===== config.mk =====
export PLATFORM = sky130hd
export DESIGN_NAME = program_load_sequencer
export DESIGN_NICKNAME = d
export VERILOG_FILES = /design/src/rtl/program_load_sequencer.sv
export SDC_FILE = /design/constraint.sdc
export NUM_CORES = 1
export LEC_CHECK = 0
export CAP_MARGIN = 25
export CORE_MARGIN = 5
export CORE_UTILIZATION = 50
export CTS_CLUSTER_DIAMETER = 30
export DETAILED_ROUTE_END_ITERATION = 8
export PLACE_DENSITY = 0.85
export REMOVE_ABC_BUFFERS = 1
export SYNTH_ARGS = -nofsm -noshare
export SYNTH_HDL_FRONTEND = slang
export SYNTH_SLANG_ARGS = --single-unit

===== constraint.sdc =====
create_clock -name clk -period 3.52 [get_ports clk]
set_input_delay 0.704 -clock clk [delete_from_list [all_inputs] [get_ports clk]]
set_output_delay 0.704 -clock clk [all_outputs]
set_load 0.1 [all_outputs]

===== src/rtl/program_load_sequencer.sv =====
// ---------------------------------------------------------------------------
// program_load_sequencer
//   Boot/run controller for the pipelined CPU core. Streams host bytes into
//   program memory over a valid/ready handshake while holding the CPU in
//   reset, then releases the CPU for a programmed number of cycles or lets
//   it free-run.
//
// Ports
//   clk, rst            clock (rising edge) / asynchronous active-low reset
//   load_req            start or restart a load (level, sampled each cycle)
//   load_len            bytes to load; 0 means 2^ADD_WIDTH
//   run_cycles          CPU run length after the load; 0 = free-run
//   byte_valid/_data    host byte stream
//   byte_ready          high while in LOAD (combinational)
//   pm_wr_en/addr/wdata program-memory byte write port (registered)
//   cpu_hold            1 = CPU held in reset
//   state               IDLE=0, LOAD=1, DRAIN=2, RUN=3
//   done                sticky flag: a timed run has completed
//   checksum            running byte sum of the current load
//
// Build option
//   LOADER_CHECKSUM_EN  when defined, checksum = sum mod 256 of the bytes
//                       accepted since LOAD entry; otherwise tied to 0.
// ---------------------------------------------------------------------------
module program_load_sequencer #(
    parameter int ADD_WIDTH  = 7,
    parameter int DATA_WIDTH = 8,
    parameter int RUN_WIDTH  = 8
) (
    input  logic                  clk,
    input  logic                  rst,
    input  logic                  load_req,
    input  logic [ADD_WIDTH-1:0]  load_len,
    input  logic [RUN_WIDTH-1:0]  run_cycles,
    input  logic                  byte_valid,
    input  logic [DATA_WIDTH-1:0] byte_data,
    output logic                  byte_ready,
    output logic                  pm_wr_en,
    output logic [ADD_WIDTH-1:0]  pm_addr,
    output logic [DATA_WIDTH-1:0] pm_wdata,
    output logic                  cpu_hold,
    output logic [1:0]            state,
    output logic                  done,
    output logic [7:0]            checksum
);

    // Remaining count needs one extra bit to represent a full 2^ADD_WIDTH load.
    localparam int CNT_W = ADD_WIDTH + 1;

    typedef enum logic [1:0] {
        S_IDLE  = 2'd0,
        S_LOAD  = 2'd1,
        S_DRAIN = 2'd2,
        S_RUN   = 2'd3
    } state_e;

    state_e                state_q,    state_d;
    logic [CNT_W-1:0]      remain_q,   remain_d;
    logic [ADD_WIDTH-1:0]  addr_q,     addr_d;
    logic [RUN_WIDTH-1:0]  run_cnt_q,  run_cnt_d;
    logic                  done_q,     done_d;
    logic                  cpu_hold_q, cpu_hold_d;
    logic                  pm_wr_en_q, pm_wr_en_d;
    logic [ADD_WIDTH-1:0]  pm_addr_q,  pm_addr_d;
    logic [DATA_WIDTH-1:0] pm_wdata_q, pm_wdata_d;
    logic                  load_entry;
    logic                  hs;

    assign byte_ready = (state_q == S_LOAD);
    assign hs         = byte_valid & byte_ready;

    // -----------------------------------------------------------------------
    // State register
    // -----------------------------------------------------------------------
    always_ff @(posedge clk or negedge rst) begin
        if (!rst) begin
            state_q    <= S_IDLE;
            remain_q   <= '0;
            addr_q     <= '0;
            run_cnt_q  <= '0;
            done_q     <= 1'b0;
            cpu_hold_q <= 1'b1;
            pm_wr_en_q <= 1'b0;
            pm_addr_q  <= '0;
            pm_wdata_q <= '0;
        end else begin
            state_q    <= state_d;
            remain_q   <= remain_d;
            addr_q     <= addr_d;
            run_cnt_q  <= run_cnt_d;
            done_q     <= done_d;
            cpu_hold_q <= cpu_hold_d;
            pm_wr_en_q <= pm_wr_en_d;
            pm_addr_q  <= pm_addr_d;
            pm_wdata_q <= pm_wdata_d;
        end
    end

    // -----------------------------------------------------------------------
    // Next-state logic
    // -----------------------------------------------------------------------
    always_comb begin
        state_d    = state_q;
        remain_d   = remain_q;
        addr_d     = addr_q;
        run_cnt_d  = run_cnt_q;
        done_d     = done_q;
        load_entry = 1'b0;

        case (state_q)
            S_IDLE: begin
                if (load_req) begin
                    state_d    = S_LOAD;
                    load_entry = 1'b1;
                end
            end
            S_LOAD: begin
                if (hs) begin
                    addr_d   = addr_q + ADD_WIDTH'(1);
                    remain_d = remain_q - CNT_W'(1);
                    if (remain_q == CNT_W'(1)) state_d = S_DRAIN;
                end
            end
            S_DRAIN: begin
                run_cnt_d = run_cycles;
                state_d   = S_RUN;
            end
            S_RUN: begin
                // Abort wins over expiry; a zero count never expires (free-run).
                if (load_req) begin
                    state_d    = S_LOAD;
                    load_entry = 1'b1;
                end else if (run_cnt_q == RUN_WIDTH'(1)) begin
                    state_d = S_IDLE;
                    done_d  = 1'b1;
                end else if (run_cnt_q != '0) begin
                    run_cnt_d = run_cnt_q - RUN_WIDTH'(1);
                end
            end
            default: state_d = S_IDLE;
        endcase

        if (load_entry) begin
            remain_d = (load_len == '0) ? {1'b1, {ADD_WIDTH{1'b0}}} : {1'b0, load_len};
            addr_d   = '0;
            done_d   = 1'b0;
        end
    end

    // -----------------------------------------------------------------------
    // Registered output logic
    // -----------------------------------------------------------------------
    always_comb begin
        pm_wr_en_d = hs;
        pm_addr_d  = hs ? addr_q    : pm_addr_q;
        pm_wdata_d = hs ? byte_data : pm_wdata_q;
        // Hold is derived from the next state so cpu_hold is low exactly
        // during the cycles the state register reads RUN.
        cpu_hold_d = (state_d != S_RUN);
    end

`ifdef LOADER_CHECKSUM_EN
    logic [7:0] checksum_q, checksum_d;

    always_comb begin
        checksum_d = checksum_q;
        if (load_entry)
            checksum_d = '0;
        else if (hs)
            checksum_d = checksum_q + 8'(byte_data);
    end

    always_ff @(posedge clk or negedge rst) begin
        if (!rst) checksum_q <= '0;
        else      checksum_q <= checksum_d;
    end

    assign checksum = checksum_q;
`else
    assign checksum = '0;
`endif

    assign state    = state_q;
    assign done     = done_q;
    assign cpu_hold = cpu_hold_q;
    assign pm_wr_en = pm_wr_en_q;
    assign pm_addr  = pm_addr_q;
    assign pm_wdata = pm_wdata_q;

endmodule


==> impl_metrics.yaml <==
power:
  power_switching_mw: 1.327
  power.leakage_nw: 1.303
  report.power.total_mw: 2.617
  p_comb_share_pct: 53.5
  power-per-cell-area_nw_per_um2: 896.3
  p_int_mw: 1.291
  share_clk_of_total_power_pct: 14.8
  sequentialPowerShare_pct: 31.7
  vdd_drop_max_v: 0.0007218
  switching_share_of_power_pct: 50.69
finish:
  drive_above_1_share_pct: 8.970
  syn2layout_area_growth_pct: 26.30
  final_design_area_no_fill_um2: 2920
  fillCellCount: 361
  antennaDiodeCount: 0
  design.final.nets: 336
yosys:
  synth_sequential_area_ratio_pct: 46.59
  synth-edff-count: 0
  synth.distinct_cells: 46
  yosys-top-cells-area: "dfrtp_1, nand2_1, ha_1"
  postSynth.asyncResetShare_pct: 100.0
  synth_flop_cell: "dfrtp_1"
  synth_top_cells_by_count: "nand2_1, dfrtp_1, inv_1"
  synthCells: 252
  synth_largest_area_cell: "dfrtp_1"
  post-synth-top-count-cell: "nand2_1"
  synth.cell_area_um2: 2312
  synth.avg_cell_area_um2: 9.175
  synth_top_cell_area_share_pct: 45.45
  yosysWarningCount: 0
  synth_seq_cells: 43
critical_path:
  timing.critical_path.buf_inv: 1
  criticalPathCategory: "reg2out"
  critical_path_peak_fanout: 2
  setup.worst_path.start_class: "register"
  cp_cell_sequence: "clkdlybuf4s50_1"
  worst_ep_required_time_ps: 2820
  worst_setup_path_end_kind: "output pin"
  reg2reg_slack_ps: 1460
  critical-path-slowest-cell: "clkdlybuf4s50_1"
  crit_arrival_ps: 1820
  critical_path.top_delay_family: "buffers and inverters"
  timing.critical_path.slowest_cell_delay_ps: 1150
floorplanning:
  pin_count: 56
  die_height_um: 78.01
  floorplan.initialDensity_pct: 52.38
  core_region_area_um2: 4414
  design.die.area_um2: 6085
  std_cell_rows: 24
  die_width_um: 78.01
clock_tree:
  cts-resized-gates: 0
  worstSkewPairLatency_ps: 300
  tritoncts.num_buffers: 5
  cts_max_path_buffers: 2
  cts.hold.buffers_added: 0
  cts_root_buffer: "clkbuf_8"
  clk_transition_reported_paths_ps: 80
  post-cts-setup-buffer-count: 0
  clock-sinks: 43
  clock_tree.htree_level_count: 2
  cts_tree: "yes"
global_routing:
  grt_pass1_wl_um: 8707
  antenna_found_initial: 0
  grt.overflow.total: 0
  aggregate_global_route_resource_usage_pct: 17.59
  grt_start_max_net_pins: 44
  grt_pass1_vias: 1894
run_status:
  result_of_the_run: "completed"
sta:
  max_slew_violation_total_from_the_final_report: 0
  max_clock_freq_ghz: 0.3963
  timing.final.hold_violations: 0
  slew_headroom_pct: 33.93
  setup-violations-final: 0
  fin_crit_ps: 2523
  worstMarginPinSlew_ps: 988.0
  worst_hold_slack_ps: 261.5
  period_share_pct: 71.69
  rsz0062_at_grt: "false"
  fin_worst_skew_ps: 10.47
placement:
  dpl-instance-area_um2: 2788
  routabilityCongestion: 0.8843
  dp_hpwl_um: 3569
  io_buffers: 47
routing:
  drc: 0
  initialDrtViolationCount: 86
  vias_per_cell: 5.280
  drt-wirelength-per-cell_um: 14.27
  post_route_wl_um: 5037
  antenna_left: 0
  detailedRoute.firstPassIterationCount: 4
  dr_total_vias: 1864
hold_path:
  hold_path.class: "in2async"
job:
  drv.max_cap_violation_count: 0
[path summary, 6_finish.rpt]
| kind | startpoint | endpoint | cells past startpoint |
|---|---|---|---|
| worst max-delay path | pm_addr[3] | pm_addr[3] | 1 |
| worst min-delay path | rst | run_cnt_q[3] | 1 |
| worst max register to register | run_cnt_q[3] | run_cnt_q[7] | 4 |
| worst min register to register | pm_wdata[6] | pm_wdata[6] | 2 |
| max in group asynchronous | rst | cpu_hold | 2 |
| min in group clk | pm_wdata[6] | pm_wdata[6] | 2 |
[per-stage QoR]
stage / setup TNS, ps / std cells / worst slack [ps] / util [%]
floorplan: -105.0 / 242 / -105.0 / -
global placement: 0 / 344 / 1218 / 63.15
detailed placement: 0 / 344 / 1166 / 63.15
CTS: 0 / 352 / 985.6 / 65.70
global route: 0 / 353 / 941.9 / 66.16
finish: 0 / 353 / 996.7 / 66.16
[cell families (layout without fill, tap and decap cells)]
group           count (synthesis)  after routing  synth area share (%)
compound gates                 34             34                 11.26
xor+xnor                       12             12                 4.546
fa+ha+maj                       9              9                 4.870
buf+inv                        29             71                 6.006
flops                          43             43                 46.59
mux                             7              7                 3.193
other cells                     1              8                0.1622
simple gates                  117            117                 23.38
[power by group through the flow]
stage	logic (mW)	clock network, mW	registers, mW
final	1.40	0.388	0.830
after global routing	1.50	0.418	0.862
after CTS	1.41	0.401	0.829
after detailed placement	1.40	0	0.838
after global placement	1.38	0	0.833
after floorplan	0.567	0	1.31
[layout make-up]
| type | instances | area (um^2) | share of cell area (%) |
|---|---|---|---|
| Clock inverter | 3 | 43.79 | 1.500 |
| Multi-Input combinational cell | 187 | 1122 | 38.43 |
| Sequential cell | 43 | 1077 | 36.89 |
| Inverter | 12 | 45.04 | 1.542 |
| Tap cell | 52 | 65.06 | 2.228 |
| Clock buffer | 5 | 68.82 | 2.356 |
| Timing Repair Buffer | 51 | 498.0 | 17.05 |
[sequential cells by signal (all words and copies together), names as in the netlist]
name,flops
pm_wr_en,1
done,1
cpu_hold,1
remain_q,8
addr_q,7
pm_wdata,8
pm_addr,7
state,2
run_cnt_q,8
[metal layers]
layer / global-route usage, % / part of all wire [%] / vias up
li1: - / - / 934
met1: 21.78 / 43 / 873
met2: 30.13 / 50 / 51
met3: 4.630 / 6.3 / 6
met4: 5.068 / 1.2 / 0
met5: 0 / 0 / -
[placed cells by master, fill, tap and decap left out, types with 2 or more instances in the layout]
cell type / Yosys / final
buf_4: 8 / 7
dfrtp_1: 42 / 42
mux2_2: 3 / 3
mux2i_1: 4 / 4
nand3_1: 3 / 3
or3_1: 2 / 2
xor2_1: 3 / 3
nor2_1: 11 / 11
a22oi_1: 2 / 2
xnor2_1: 9 / 9
conb_1: 1 / 8
nor3_1: 11 / 11
clkbuf_8: 0 / 5
nor4_1: 4 / 4
ha_1: 9 / 9
or2_2: 2 / 2
a21oi_1: 3 / 3
o21ai_0: 10 / 10
nor3b_1: 2 / 2
o32ai_1: 2 / 2
inv_1: 12 / 12
clkdlybuf4s50_1: 0 / 42
a211oi_1: 3 / 3
nand2_1: 68 / 68
nand2b_1: 3 / 3
nor2b_1: 4 / 4
o221a_1: 3 / 3
(Power assumes the default switching activity.)
